## config.mk

```make
export PLATFORM = sky130hd
export DESIGN_NAME = instr_encoder_flat
export DESIGN_NICKNAME = d
export VERILOG_FILES = /design/src/rtl/rv32i_pkg.sv /design/src/rtl/instr_encoder_if.sv /design/src/rtl/instr_encoder_imm_pack.sv /design/src/rtl/instr_encoder.sv /design/src/flat_wrapper.sv
export SDC_FILE = /design/constraint.sdc
export NUM_CORES = 1
export LEC_CHECK = 0
export BUFFER_PORTS_ARGS = -buffer_cell sky130_fd_sc_hd__buf_2
export CAP_MARGIN = 20
export CELL_PAD_IN_SITES_DETAIL_PLACEMENT = 0
export CELL_PAD_IN_SITES_GLOBAL_PLACEMENT = 1
export CORE_MARGIN = 10
export CORE_UTILIZATION = 35
export DETAILED_ROUTE_END_ITERATION = 8
export PLACE_DENSITY = 0.84
export SYNTH_ARGS = -nofsm -noshare
export SYNTH_HDL_FRONTEND = slang
export SYNTH_SLANG_ARGS = --single-unit
```

## constraint.sdc

```tcl
create_clock -name clk -period 4.3 [get_ports clk]
set_input_delay 0.645 -clock clk [delete_from_list [all_inputs] [get_ports clk]]
set_output_delay 0.645 -clock clk [all_outputs]
set_load 0.05 [all_outputs]
```

## src/rtl/rv32i_pkg.sv

```systemverilog
// Shared RV32I definitions: opcodes, ImmSrc encodings, encoder FSM states and
// the immediate range check used when RV_ENC_CHECK_EN is defined.
package rv32i_pkg;

   localparam logic [6:0] OP_R      = 7'b0110011;
   localparam logic [6:0] OP_IMM    = 7'b0010011;
   localparam logic [6:0] OP_LOAD   = 7'b0000011;
   localparam logic [6:0] OP_STORE  = 7'b0100011;
   localparam logic [6:0] OP_BRANCH = 7'b1100011;
   localparam logic [6:0] OP_JAL    = 7'b1101111;
   localparam logic [6:0] OP_JALR   = 7'b1100111;
   localparam logic [6:0] OP_LUI    = 7'b0110111;
   localparam logic [6:0] OP_AUIPC  = 7'b0010111;

   // Same encodings as the main decoder's ImmSrc; 101..111 are reserved.
   typedef enum logic [2:0] {
      IMM_I = 3'b000,
      IMM_S = 3'b001,
      IMM_B = 3'b010,
      IMM_J = 3'b011,
      IMM_U = 3'b100
   } imm_src_t;

   typedef enum logic [1:0] {
      S_IDLE = 2'b00,
      S_RUN  = 2'b01,
      S_DONE = 2'b10
   } state_t;

   // True when the immediate is representable in the selected format.
   function automatic logic imm_ok(input logic [2:0] src, input logic [31:0] imm,
                                   input logic is_r);
      logic ok;
      case (src)
         IMM_U:   ok = 1'b1;
         IMM_B:   ok = ((&imm[31:12]) | ~(|imm[31:12])) & ~imm[0];
         IMM_J:   ok = ((&imm[31:20]) | ~(|imm[31:20])) & ~imm[0];
         default: ok = (&imm[31:11]) | ~(|imm[31:11]);
      endcase
      return is_r | ok;
   endfunction

endpackage

```

## src/rtl/instr_encoder_if.sv

```systemverilog
// Loader-side bundle of the instruction encoder: run control, field bundle,
// imem write port and status. master = loader, slave = encoder.
interface instr_encoder_if #(
   parameter int AW = 32,
   parameter int CW = 16
);
   logic          start;
   logic [AW-1:0] base_addr;
   logic [CW-1:0] n_instr;
   logic          in_valid;
   logic          in_ready;
   logic [6:0]    op;
   logic [2:0]    funct3;
   logic          funct7b5;
   logic [4:0]    rd;
   logic [4:0]    rs1;
   logic [4:0]    rs2;
   logic [31:0]   imm;
   logic [2:0]    imm_src;
   logic          mem_we;
   logic [AW-1:0] mem_addr;
   logic [31:0]   mem_wdata;
   logic          busy;
   logic          done;
   logic          err;

   modport master (
      output start, base_addr, n_instr, in_valid, op, funct3, funct7b5,
             rd, rs1, rs2, imm, imm_src,
      input  in_ready, mem_we, mem_addr, mem_wdata, busy, done, err
   );

   modport slave (
      input  start, base_addr, n_instr, in_valid, op, funct3, funct7b5,
             rd, rs1, rs2, imm, imm_src,
      output in_ready, mem_we, mem_addr, mem_wdata, busy, done, err
   );
endinterface

```

## src/rtl/instr_encoder_imm_pack.sv

```systemverilog
// Combinational field placer: builds instruction bits [31:7] from the
// immediate, register indices and format select. Opcode is appended by the caller.
module imm_pack
   import rv32i_pkg::*;
(
   input  logic [2:0]  imm_src,
   input  logic [31:0] imm,
   input  logic        f7b5,
   input  logic        is_r,
   input  logic        is_shift,
   input  logic [4:0]  rd,
   input  logic [4:0]  rs1,
   input  logic [4:0]  rs2,
   input  logic [2:0]  funct3,
   output logic [6:0]  f31_25,
   output logic [4:0]  f24_20,
   output logic [7:0]  f19_12,
   output logic [4:0]  f11_7
);

   always_comb begin
      // NOTE: every output gets an I-format default before the case, so no
      // path leaves a field unassigned and no latch is inferred.
      f31_25 = imm[11:5];
      f24_20 = imm[4:0];
      f19_12 = {rs1, funct3};
      f11_7  = rd;

      if (is_r) begin
         f31_25 = {1'b0, f7b5, 5'b00000};
         f24_20 = rs2;
      end else begin
         case (imm_src)
            IMM_S: begin
               f24_20 = rs2;
               f11_7  = imm[4:0];
            end
            IMM_B: begin
               f31_25 = {imm[12], imm[10:5]};
               f24_20 = rs2;
               f11_7  = {imm[4:1], imm[11]};
            end
            IMM_U: begin
               f31_25 = imm[31:25];
               f24_20 = imm[24:20];
               f19_12 = imm[19:12];
            end
            IMM_J: begin
               f31_25 = {imm[20], imm[10:5]};
               f24_20 = {imm[4:1], imm[11]};
               f19_12 = imm[19:12];
            end
            default: begin
               // Shift-immediates carry funct7 in the upper immediate bits.
               if (is_shift) f31_25 = {1'b0, f7b5, 5'b00000};
            end
         endcase
      end
   end

endmodule

```

## src/rtl/instr_encoder.sv

```systemverilog
// Streams encoded RV32I words into imem, one per accepted bundle, with a
// one-cycle write latency. Optional field checking: define RV_ENC_CHECK_EN.
module instr_encoder
   import rv32i_pkg::*;
#(
   parameter int AW = 32,
   parameter int CW = 16
) (
   input  logic           clk,
   input  logic           reset,
   instr_encoder_if.slave bus
);

   state_t        state;
   state_t        state_nx;
   logic [CW-1:0] count;
   logic [AW-1:0] wr_ptr;
   logic          accept;
   logic          last;
   logic          fld_ok;
   logic          is_r;
   logic          is_shift;
   logic [6:0]    f31_25;
   logic [4:0]    f24_20;
   logic [7:0]    f19_12;
   logic [4:0]    f11_7;
   logic [31:0]   word;

   assign accept   = bus.in_valid && (state == S_RUN);
   assign last     = (count == CW'(1));
   assign is_r     = (bus.op == OP_R);
   assign is_shift = (bus.op == OP_IMM) && (bus.funct3[1:0] == 2'b01);

   imm_pack u_imm_pack (
      .imm_src  (bus.imm_src),
      .imm      (bus.imm),
      .f7b5     (bus.funct7b5),
      .is_r     (is_r),
      .is_shift (is_shift),
      .rd       (bus.rd),
      .rs1      (bus.rs1),
      .rs2      (bus.rs2),
      .funct3   (bus.funct3),
      .f31_25   (f31_25),
      .f24_20   (f24_20),
      .f19_12   (f19_12),
      .f11_7    (f11_7)
   );

   assign word = {f31_25, f24_20, f19_12, f11_7, bus.op};

`ifdef RV_ENC_CHECK_EN
   assign fld_ok = imm_ok(bus.imm_src, bus.imm, is_r);
`else
   assign fld_ok = 1'b1;
`endif

   always_ff @(posedge clk) begin
      // NOTE: sequential state uses non-blocking assignments so every register
      // samples pre-edge values regardless of statement order.
      if (reset) state <= S_IDLE;
      else       state <= state_nx;
   end

   always_comb begin
      state_nx = state;
      case (state)
         S_IDLE:  if (bus.start) state_nx = (bus.n_instr == '0) ? S_DONE : S_RUN;
         S_RUN:   if (accept && last) state_nx = S_DONE;
         S_DONE:  state_nx = S_IDLE;
         default: state_nx = S_IDLE;
      endcase
   end

   assign bus.in_ready = (state == S_RUN);
   assign bus.busy     = (state != S_IDLE);
   assign bus.done     = (state == S_DONE);

   always_ff @(posedge clk) begin
      if (reset) begin
         bus.mem_we    <= 1'b0;
         bus.mem_addr  <= '0;
         bus.mem_wdata <= '0;
         count         <= '0;
         wr_ptr        <= '0;
      end else begin
         bus.mem_we <= accept && fld_ok;
         if (state == S_IDLE && bus.start) begin
            count  <= bus.n_instr;
            wr_ptr <= bus.base_addr & ~AW'(3);
         end
         // Rejected bundles still consume a count but leave the address alone.
         if (accept) begin
            count <= count - CW'(1);
            if (fld_ok) begin
               bus.mem_addr  <= wr_ptr;
               bus.mem_wdata <= word;
               wr_ptr        <= wr_ptr + AW'(4);
            end
         end
      end
   end

`ifdef RV_ENC_CHECK_EN
   always_ff @(posedge clk) begin
      if (reset)                              bus.err <= 1'b0;
      else if (state == S_IDLE && bus.start)  bus.err <= 1'b0;
      else if (accept && !fld_ok)             bus.err <= 1'b1;
   end
`else
   assign bus.err = 1'b0;
`endif

endmodule

```

## src/flat_wrapper.sv

```systemverilog
// flat-port wrapper written by rule: the top's interface ports become plain ports
module instr_encoder_flat import rv32i_pkg::*;
#(
   parameter int AW = 32,
   parameter int CW = 16
)
  (clk, reset, bus_start, bus_base_addr, bus_n_instr, bus_in_valid, bus_op, bus_funct3, bus_funct7b5, bus_rd, bus_rs1, bus_rs2, bus_imm, bus_imm_src, bus_in_ready, bus_mem_we, bus_mem_addr, bus_mem_wdata, bus_busy, bus_done, bus_err);
  instr_encoder_if #(.AW(AW), .CW(CW)) bus_i ();
  input  logic clk;
  input  logic reset;
  input wire logic [$bits(bus_i.start)-1:0] bus_start;
  input wire logic [$bits(bus_i.base_addr)-1:0] bus_base_addr;
  input wire logic [$bits(bus_i.n_instr)-1:0] bus_n_instr;
  input wire logic [$bits(bus_i.in_valid)-1:0] bus_in_valid;
  input wire logic [$bits(bus_i.op)-1:0] bus_op;
  input wire logic [$bits(bus_i.funct3)-1:0] bus_funct3;
  input wire logic [$bits(bus_i.funct7b5)-1:0] bus_funct7b5;
  input wire logic [$bits(bus_i.rd)-1:0] bus_rd;
  input wire logic [$bits(bus_i.rs1)-1:0] bus_rs1;
  input wire logic [$bits(bus_i.rs2)-1:0] bus_rs2;
  input wire logic [$bits(bus_i.imm)-1:0] bus_imm;
  input wire logic [$bits(bus_i.imm_src)-1:0] bus_imm_src;
  output wire logic [$bits(bus_i.in_ready)-1:0] bus_in_ready;
  output wire logic [$bits(bus_i.mem_we)-1:0] bus_mem_we;
  output wire logic [$bits(bus_i.mem_addr)-1:0] bus_mem_addr;
  output wire logic [$bits(bus_i.mem_wdata)-1:0] bus_mem_wdata;
  output wire logic [$bits(bus_i.busy)-1:0] bus_busy;
  output wire logic [$bits(bus_i.done)-1:0] bus_done;
  output wire logic [$bits(bus_i.err)-1:0] bus_err;
  assign bus_i.start = bus_start;
  assign bus_i.base_addr = bus_base_addr;
  assign bus_i.n_instr = bus_n_instr;
  assign bus_i.in_valid = bus_in_valid;
  assign bus_i.op = bus_op;
  assign bus_i.funct3 = bus_funct3;
  assign bus_i.funct7b5 = bus_funct7b5;
  assign bus_i.rd = bus_rd;
  assign bus_i.rs1 = bus_rs1;
  assign bus_i.rs2 = bus_rs2;
  assign bus_i.imm = bus_imm;
  assign bus_i.imm_src = bus_imm_src;
  assign bus_in_ready = bus_i.in_ready;
  assign bus_mem_we = bus_i.mem_we;
  assign bus_mem_addr = bus_i.mem_addr;
  assign bus_mem_wdata = bus_i.mem_wdata;
  assign bus_busy = bus_i.busy;
  assign bus_done = bus_i.done;
  assign bus_err = bus_i.err;
  instr_encoder #(.AW(AW), .CW(CW)) u_core (.clk(clk), .reset(reset), .bus(bus_i));
endmodule
```

Word level (Yosys, flattened, before mapping) --
Cells that the tools add are included. Widths: inputs -> output; s select.
Storage, ports and cells: register bits 115, input bits 113, output and inout port bits 69, word-level logic and storage cells 48
Operators by class: $add $sub $neg 2, equal/unequal tests 12, multiplexer cells 17, reduce and logical (&&, ||, !) cells 11
Operators by type and width (count):
- $mux 32 | 2
- $add 32x3->32 const B | 1
- $mux 16 | 2
- $pmux 7 s4 | 1
- $eq 16x1->1 const B | 1
- $logic_not 16->1 | 1
- $mux 8 | 2
- $sub 16x1->16 const B | 1
- $pmux 5 s3 | 1
- $mux 7 | 2
- $mux 5 | 2
- $pmux 5 s2 | 1
- $eq 7x5->1 const B | 1
- $eq 7x6->1 const B | 1
- $eq 3x2->1 const B | 2
- $mux 2 | 3
- $eq 2x1->1 const B | 2
- $logic_and 1x1->1 | 4
- $pmux 2 s2 | 1
- $reduce_bool 2->1 | 2
- $reduce_or 2->1 | 2
- $eq 3x1->1 const B | 1
- $eq 3x3->1 const B | 1
- $eq 2x2->1 const B | 1
- 4 further kinds | 4

Logic depth before layout (Yosys ltp) --
Gate-level depths: netlist of run 1.
depth in word-level cells 5, gate-level depth with buffers 7, depth with buffers taken out 7

By module --
A second synthesis of run 1 with hierarchy kept.
Unflattened totals: cell total of the unflattened synthesis 737, area, all modules 5660.4 sq um
Modules (own cells, without submodules):
- instr_encoder | instances 1, cells each 654, area an instance 5054.8 sq um, seq. area each 2222.1 sq um
- imm_pack | instances 1, cells each 83, area an instance 605.6 sq um, seq. area each 0.0 sq um

Worst setup path after synthesis of run 1 --
Ideal clock, no wire load.
path type in2reg, start point input bus_imm_src[1], end point register u_core.bus.mem_wdata[12], setup time 0.132 ns, arrival 1.911 ns, required time 4.168 ns, path slack 2.257 ns, stages 7, path buffers 2, cells stage by stage buf_2 -> nor2_1 -> and2_1 -> buf_2 -> o21ai_2 -> mux2i_1 -> a21oi_1
On the way: cells in the longest elaborated chain, start to end 4, elaborated cells between the ends (all ways) 5, those cells by class eq/ne (2); mux (2); reduce/logical (1)
Ends and longest elaborated chain:
- from (decl) | RTL line flat_wrapper.sv:22 | input wire logic [$bits(bus_i.imm_src)-1:0] bus_imm_src;
- $eq 3x2->1 or $eq 3x3->1 (tied branches) | RTL line instr_encoder_imm_pack.sv:33 | case (imm_src)
- $reduce_or 2->1 (no line) *
- $mux 8 * | RTL line instr_encoder_imm_pack.sv:33
- $mux 8 * | RTL line instr_encoder_imm_pack.sv:29 | if (is_r) begin
- to (signal assigned) | RTL line instr_encoder.sv:97 | bus.mem_wdata <= word;
- to (decl) | RTL line instr_encoder_if.sv:36 | output in_ready, mem_we, mem_addr, mem_wdata, busy, done, err
Every way passes the cells marked *; elsewhere a longest branch is shown, timed or not. A chain may end at the register's enable or synchronous reset.

Final worst setup path of run 1 --
start point register u_core.state[0], end point register u_core.wr_ptr[20]
On the way: cells in the longest elaborated chain, start to end 3, elaborated cells between the ends (all ways) 6, those cells by class eq/ne (1); mux (1); reduce/logical (4)
Ends and longest elaborated chain:
- from (decl) | RTL line instr_encoder.sv:14 | state_t state;
- from (signal assigned) | RTL line instr_encoder.sv:62 | else state <= state_nx;
- $eq 2x1->1 or $logic_not 2->1 (tied branches) | RTL line instr_encoder.sv:29, instr_encoder.sv:88
- $logic_and 1x1->1 (on tied branches) | RTL line instr_encoder.sv:29, instr_encoder.sv:88
- $mux 32 or $reduce_bool 2->1 (tied branches)
- to (signal assigned) | RTL line instr_encoder.sv:90 | wr_ptr <= bus.base_addr & ~AW'(3);
- to (signal assigned) | RTL line instr_encoder.sv:98 | wr_ptr <= wr_ptr + AW'(4);
- to (decl) | RTL line instr_encoder.sv:17 | logic [AW-1:0] wr_ptr;
Several ways; a longest one is shown, not always the timed one.

==> results of run 1 <==
[layout make-up]
cell class / instances / share of cell area
flip-flops and latches: 111 / 0.3300
inverters: 13 / 0.007248
clock buffers: 10 / 0.03401
clock inverters: 4 / 0.003717
multi-input cells: 523 / 0.4479
repair buffers: 182 / 0.1379
well taps: 211 / 0.03921
[per-stage QoR]
step	cells	power, mW	cell area [µm²]	setup slack [ns]	utilization
final	1054	2.338	6733	2.010	0.4412
after global routing	1054	2.447	6733	1.786	0.4412
after CTS	1054	2.362	6733	2.004	0.4412
after detailed placement	1040	1.593	6479	1.728	0.4246
after global placement	1040	1.590	6479	1.757	0.4246
after floorplan	692	1.446	5465	2.257	-
[cell families (layout without fill, tap and decap cells)]
kind of cell	count (synthesis)	after routing	share of synthesized area
and+or+nand+nor	295	295	0.2733
xor gates and xnor gates	5	5	0.008025
DFF	111	111	0.4072
other	1	3	0.0006871
adders and majority gates	3	3	0.006878
muxes	21	21	0.03943
AOI/OAI and AO/OA	196	196	0.2217
buffers and inverters	58	209	0.04287
[worst register-to-register path, stage by stage (launching register included)]
cell      delay, ns
dfxtp_1        0.44
nand3b_1       0.18
buf_4          0.41
nor3_2         0.48
nand4_1        0.22
or3_1          0.34
a31oi_1        0.15
[sequential cells by signal, indices dropped and copies added (netlist names)]
name and cells:
u_core.bus.mem_addr 30, u_core.bus.mem_wdata 32, u_core.bus.mem_we 1, u_core.count 16, u_core.state 2, u_core.wr_ptr 30
[metal layers]
| layer | track usage | up-vias |
|---|---|---|
| met5 | 0 | - |
| li1 | - | 2792 |
| met4 | 0.04574 | 2 |
| met3 | 0.06649 | 14 |
| met1 | 0.2204 | 2640 |
| met2 | 0.2621 | 168 |
[placed cells by master, fill, tap and decap left out, types with 3 or more instances in the layout]
| master | instances |
|---|---|
| dfxtp_1 | 111 |
| o21ai_0 | 22 |
| buf_4 | 7 |
| nor4_4 | 3 |
| and2_1 | 10 |
| or4_1 | 6 |
| a21oi_1 | 86 |
| a31oi_1 | 20 |
| ha_1 | 3 |
| nand2_1 | 140 |
| nand3_1 | 25 |
| nor3_1 | 10 |
| or3_1 | 12 |
| a22oi_1 | 16 |
| nor2_1 | 33 |
| o211ai_1 | 10 |
| a211oi_1 | 3 |
| a221oi_1 | 3 |
| nand3b_1 | 4 |
| xnor2_1 | 3 |
| o22ai_1 | 6 |
| nand4_1 | 8 |
| a2bb2oi_1 | 6 |
| conb_1 | 3 |
| mux2_2 | 3 |
| a311oi_1 | 3 |
| a22o_1 | 5 |
| clkbuf_16 | 9 |
| or2_2 | 5 |
| buf_2 | 175 |
| and3_1 | 8 |
| nor2b_1 | 4 |
| o311ai_0 | 3 |
| inv_1 | 13 |
| nor4_1 | 8 |
| mux2i_1 | 17 |
[power by group]
group          switching (mW)  total, mW  internal (mW)
logic                   0.284      0.432          0.147
registers              0.0547       1.14           1.08
clock network           0.384      0.769          0.385
total                   0.723       2.34           1.62
[path summary, 6_finish.rpt]
kind,from,end,slack (ns),cells past startpoint
hold reg to reg,u_core.bus.mem_addr[24],u_core.bus.mem_addr[24],0.45,2
hold / removal,u_core.bus.mem_addr[24],u_core.bus.mem_addr[24],0.45,2
setup / recovery,u_core.state[0],u_core.wr_ptr[20],2.01,6
setup reg to reg,u_core.state[0],u_core.wr_ptr[20],2.01,6
==> impl.org, run 1 <==
** Clock network
- In this run, post-CTS repair resized a total of 0 instances.
- Number of sinks handled by clock tree synthesis :: between 100 and 150
- Clock-pin slew was measured on the worst setup and hold paths at 0.07 ns.
- After clock tree synthesis, the setup repair step added 0 buffers.
- Clk Latency, worst-skew pair :: 0.36 ns
- In this run the number of H-tree levels came out at 3.
- Buffers inserted to repair hold after CTS numbered 0.
- Deepest clock path buffer count :: 2
- Clock tree from TritonCTS :: yes
- Counting the buffers created by CTS gives 9.
- Buffer cell driving the clock tree root :: clkbuf_16

** Logic synthesis
- For this run, the leading register cell type out of synthesis is dfxtp_1.
- In this run the mean area of a mapped cell was 7.910 µm².
- For this run, the number of Yosys warnings is 0.
- Counting every instance in the synthesized netlist gives 690.
- Sorting the synthesized cells by how often they occur yields 140 x nand2_1, 111 x dfxtp_1, 86 x a21oi_1.
- In the synthesized netlist the async set-or-reset flop fraction comes to 0.
- Among all cell types in the netlist, the one instantiated most often is nand2_1.
- Part of the Yosys area used for sequential elements :: 0.4072
- Of all cell types, the one taking the most synthesized area is dfxtp_1.
- Flip-flop and latch count after synthesis :: 111
- The share of synthesized area in the top cell type comes to 0.4072.
- By area the synthesized netlist is led by dfxtp_1 41%, nand2_1 9.6%, a21oi_1 7.9%.
- In this run, synthesis inferred 0 flip-flops with an integrated enable.
- Synthesized area :: between 5000 and 6000 µm²
- Count of cell types in the netlist :: 67

** Detailed routing
- Using the TritonRoute via totals, the vias-per-cell ratio works out to 5.328.
- Dividing the detail-routed wire length by the instance count gives 17.01 µm.
- After detailed routing, the number of remaining DRC violations is 0.
- After detailed routing, the met3 layer carries roughly 1700 µm of wire.
- Pre-Repair DR Iteration Count :: 5
- In this run the remaining antenna-violating nets after routing total 0.
- DR iter-0 viols :: 433
- Detailed Route WL :: 17930 µm
- In this run the top signal layer used is met5.
- The detailed router placed ~5600 vias in this run.
- Routed wl met2 :: 8126 µm
- Routed length on met1 :: 7894 µm

** STA
- Setup violations remaining at the end of the flow were counted as 0.
- Hold is met by 0.4515 ns.
- The number of slew-limit violations in the final report is 0.
- Number of failing hold endpoints at the final stage :: 0
- Maximum clock frequency :: 0.4367 GHz
- Total Negative Setup Slacks :: 0 ns
- Clock skew on the completed layout was measured at slightly above 0.01 ns.
- Slew @ Worst Pin :: between 0.9 and 1 ns
- Unrepaired setup endpoints after global routing :: no
- The routed design could run at a clock period as short as approximately 2.3 ns.
- In the finished design, the share of the clock period the worst path needs comes to 0.5325.
- Max-Slew Margin vs Limit :: 0.3958

** Global route
- The total overflow left after global routing is 0.
- Wire length of the first global-routing pass :: just under 30000 µm
- Across every metal layer, demand over resource in global routing totals 0.1716.
- The number of antenna violations at the first check in global routing came to 2.
- Pin count of the biggest net entering global routing :: 76
- Via count of the first global-routing pass :: 5477

** Placed design
- Count of buffers from port buffering :: 176
- Detailed placement ended at an HPWL of 13030 µm.
- Routability-driven placement finished with a final weighted congestion of approximately 0.79.

** Floorplan
- Floorplan die area :: 20990 µm²
- The floorplan step set the die width to approximately 140 µm.
- CORE AREA :: 15260 µm²
- The die is 144.9 µm tall.
- The initial utilization of the core area, before any placement, comes to 0.3577.
- I/O pin cnt :: 182
- The initialized floorplan defines 45 standard-cell rows.

** Critical path
- On the critical path, the stage with the largest delay is an instance of nor3_2.
- Critical path data required time :: 4.59 ns
- Top fanout value on the critical path :: 73
- The worst setup path is launched from a register.
- WP data arrival :: between 2 and 3 ns
- Counting both buffers and inverters, the worst setup path holds a total of 1.
- Max stage delay on crit path :: approximately 0.46 ns
- Grouping stages by cell kind, the critical path spends the most delay in simple AND/OR/NAND/NOR gates.
- Endpoint class of the critical path :: register
- The critical path is of the reg -> reg type.
- The critical path goes through nand3b_1 -> buf_4 -> nor3_2 -> nand4_1 -> or3_1 -> a31oi_1.

** Layout
- The final layout contains ~960 nets.
- Registers take 2222 µm².
- The area growth from synthesis to layout is 23.36%.
- Area of the multi-input gates :: 3015 µm²
- In the final layout, the share of cells above drive strength 1 is 0.2598.
- Filler cell count in the final layout :: between 1500 and 2000
- The number of antenna diodes in the final layout is 0.

** Pwr
- Leak Pwr :: 2.798 nW
- VDD sags by at most 0.1915 mV.
- For this design the ratio of total power to cell area is roughly 350 nW/µm².

** Worst hold path
- The path class of the tightest hold or removal check is reg -> reg.

** Run
- Max-cap violations in this run came to 0.

** Outcome
- Outcome :: completed
(Power assumes the default switching activity.)
==> run 2: changes to the inputs <==
- clock period: 4.3 -> 2.4 ns (I/O delays scaled with it)
==> run 2 against run 1 <==
  * Die area did not move
  * Design area rose by 2.3%
  * Critical endpoint is now u_core.wr_ptr[17]
  * Fmax rose by 4.1%
  * Sequential share of layout area fell by 0.76 points
  * Highest routed layer unchanged
  * Flip-flop and latch count did not move
==> impl.org, run 2 (synthesis gave the netlist of run 1 again) <==
** STA
- Setup clock skew after layout :: 0.01228 ns (+0.002221 ns)
- The number of slew-limit violations in the final report was 0 (unchanged).
- Maximum clock frequency :: 0.4547 GHz (+4.1%)
- Setup repair after global routing left no endpoint under its margin.
- The final sum of negative setup slack came to 0 ns (unchanged).
- The worst-margin pin slew came to 0.5589 ns (-0.3419 ns).
- Number of failing hold endpoints at the final stage :: 0 (unchanged)
- Minimum clock period after layout :: 2.199 ns (-0.09089 ns)
- The final period utilization is 0.9163 (+0.3837).
- Worst setup slack after layout :: 0.2010 ns (-1.809 ns)
- The max-slew headroom at the worst pin is 0.6274 (+0.2315).
- The setup violation total in the final timing report was 0 (unchanged).

** Layout
- The flip-flop count of the largest register, all copies and words added came to 32 (unchanged).
- More flip-flops sit in one register than any other, and that register is u_core.bus.mem_wdata.
- Compared with the post-synthesis result, the final layout area differs by 26.25%.
- In the layout the commonest cells are 175 x buf_2, 140 x nand2_1, 111 x dfxtp_1.
- The largest registers in the layout are u_core.bus.mem_wdata: 32 flops, u_core.bus.mem_addr: 30 flops, u_core.wr_ptr: 30 flops.
- Share of post-route cells with drive strength above 1 :: 0.2727 (+0.01294)
- Area of the multi-input gates :: 3015 µm² (unchanged)
- The library cell used most frequently in the layout, excluding fill and tap cells, is buf_2.
- The final-stage net count came to 969 (+1.4%).
- Share of the core filled with cells :: 0.4516 (+0.01033)
- The area occupied by registers was 2222 µm² (unchanged).
- Final Cell Area :: 6890 µm² (+2.3%)
- The final-layout fill cell count is 1559 (-0.89%).

** Global route
- Antenna violations before repair :: 2 (unchanged)
- The first-pass GRT wire length is 28670 µm (-0.84%).
- The global-route usage over all layers came to 0.1713 (-0.0002273).
- Overflow after GRT :: 0 (unchanged)
- Pin count of the biggest net entering global routing :: 50 (-34%)
- Via count of the first global-routing pass :: 5416 (-1.1%)

** Clock network
- Deepest clock path buffer count :: 2 (unchanged)
- The setup fix buffers added after clock tree synthesis is 0 (unchanged).
- The clock network latency to the later pin of the worst-skew pair is 0.36 ns (about the same).
- The depth of the CTS H-tree was 3 (unchanged).
- The total CTS buffers came to 9 (unchanged).
- Clock tree from TritonCTS :: yes
- The clock transition at the registers of the reported paths came to 0.08 ns (about the same).
- Number of sinks handled by clock tree synthesis :: 111 (unchanged)
- The number of resized instances in the post-cts repair step was 0 (unchanged).
- The cell sitting at the root of the clock tree is a clkbuf_16.
- Hold_buf cts :: 0 (unchanged)

** Detailed routing
- The detailed-route via count was 5615 (-0.018%).
- The number of detailed-routing iterations run before antenna repair came to 4 (-1).
- Number of vias per cell after detailed routing :: 5.248 (-1.5%)
- DRC violations left :: 0 (unchanged)
- Mean routed wirelength per cell :: 16.97 µm (-0.22%)
- The violation count after the first detailed-route iteration is 379 (-12%).
- Remaining antenna violation count after routing :: 0 (unchanged)
- The final wirelength was 18160 µm (+1.3%).

** Critical path
- Max stage delay on crit path :: 0.49 ns (+0.03 ns)
- Slowest stage cell, crit path :: nor4_4
- Top fanout value on the critical path :: 8 (-89%)
- Cells traversed along the worst timing path :: nand3b_1 -> nor4_4 -> nand3_1 -> or4_1 -> a31oi_1
- Kind of critical path :: reg -> reg
- Endpoint class of the critical path :: register
- The data required time at the worst endpoint was 2.69 ns (-1.90 ns).
- WP data arrival :: 2.49 ns (-0.09 ns)
- The worst setup path is launched from a register.

** Floorplan
- Die Y-Extent :: 144.9 µm (unchanged)
- The core area came to 15260 µm² (unchanged).
- The number of ports placed on the die boundary was 182 (unchanged).
- The x dimension of the die is 144.9 µm (unchanged).
- Floorplan die area :: 20990 µm² (unchanged)
- Std cell rows :: 45 (unchanged)
- Initial Util :: 0.3577 (unchanged)

** Worst hold path
- The min-delay analysis places its worst path in the category in -> reg.

** Placed design
- Count of buffers from port buffering :: 176 (unchanged)
- The post-detailed-placement half-perimeter wirelength was 13690 µm (+5.1%).
- Weighted congestion reported at the end of routability-driven placement :: 0.8183 (+3.8%)
- The cell area reported after detailed placement is 6589 µm² (+1.7%).
- Post-placement worst setup slack :: 0.1820 ns (-1.546 ns)

** Outcome
- Outcome :: completed

** Run
- Maxcap violations :: 0 (unchanged)

** Pwr
- Leak Pwr :: 2.894 nW (+3.4%)
- The maximum ir drop on the vdd rail came to 0.3673 mV (+92%).
- Power per standard cell area :: 636.0 nW/µm² (+83%)
[run 2: layout make-up]
class / count / area share
diodes: 1 / 0.0003632
clock buffers: 11 / 0.03523
clock inverters: 5 / 0.008171
inverters: 13 / 0.007082
multi-input cells: 523 / 0.4376
flip-flops and latches: 111 / 0.3225
well taps: 211 / 0.03831
repair buffers: 195 / 0.1507
[run 2: critical path, delay by kind of cell (launching register included)]
family / cells / cell delay, ns
and+or+nand+nor: 4 / 1.61
DFF: 1 / 0.37
AOI/OAI and AO/OA: 1 / 0.16
[run 2: path summary, 6_finish.rpt]
| path | startpoint | slack [ns] | depth (start not counted) | endpoint |
|---|---|---|---|---|
| setup reg to reg | u_core.state[1] | 0.20 | 5 | u_core.wr_ptr[17] |
| hold / removal | bus_imm[9] | 0.24 | 3 | u_core.bus.mem_wdata[29] |
| hold reg to reg | u_core.bus.mem_wdata[1] | 0.45 | 2 | u_core.bus.mem_wdata[1] |
| setup / recovery | u_core.state[1] | 0.20 | 5 | u_core.wr_ptr[17] |
[run 2: metrics by stage]
stage          power (mW)  hold slack (ns)  cells
2_1_floorplan       2.591           0.4521    692
3_3_place_gp        2.872           0.4362   1053
3_5_place_dp        2.878           0.4434   1053
4_1_cts             4.420           0.2279   1069
5_1_grt             4.588           0.2372   1070
6_report            4.382           0.2387   1070
[run 2: report_power, final]
part           leakage (nW)  internal (mW)  total (mW)  switching, mW
combinational          1.84          0.282       0.800          0.518
clock                 0.146          0.840        1.55          0.707
sequential            0.906           1.94        2.03         0.0952
[run 2: per-layer routing]
layer,routed length (µm),global-route usage,vias to the layer above,part of all wire
li1,-,-,2827,-
met1,8015,0.2173,2591,0.44
met2,8172,0.2655,178,0.45
met3,1747,0.06584,17,0.096
met4,214,0.04628,2,0.012
met5,12,0,-,0.00066
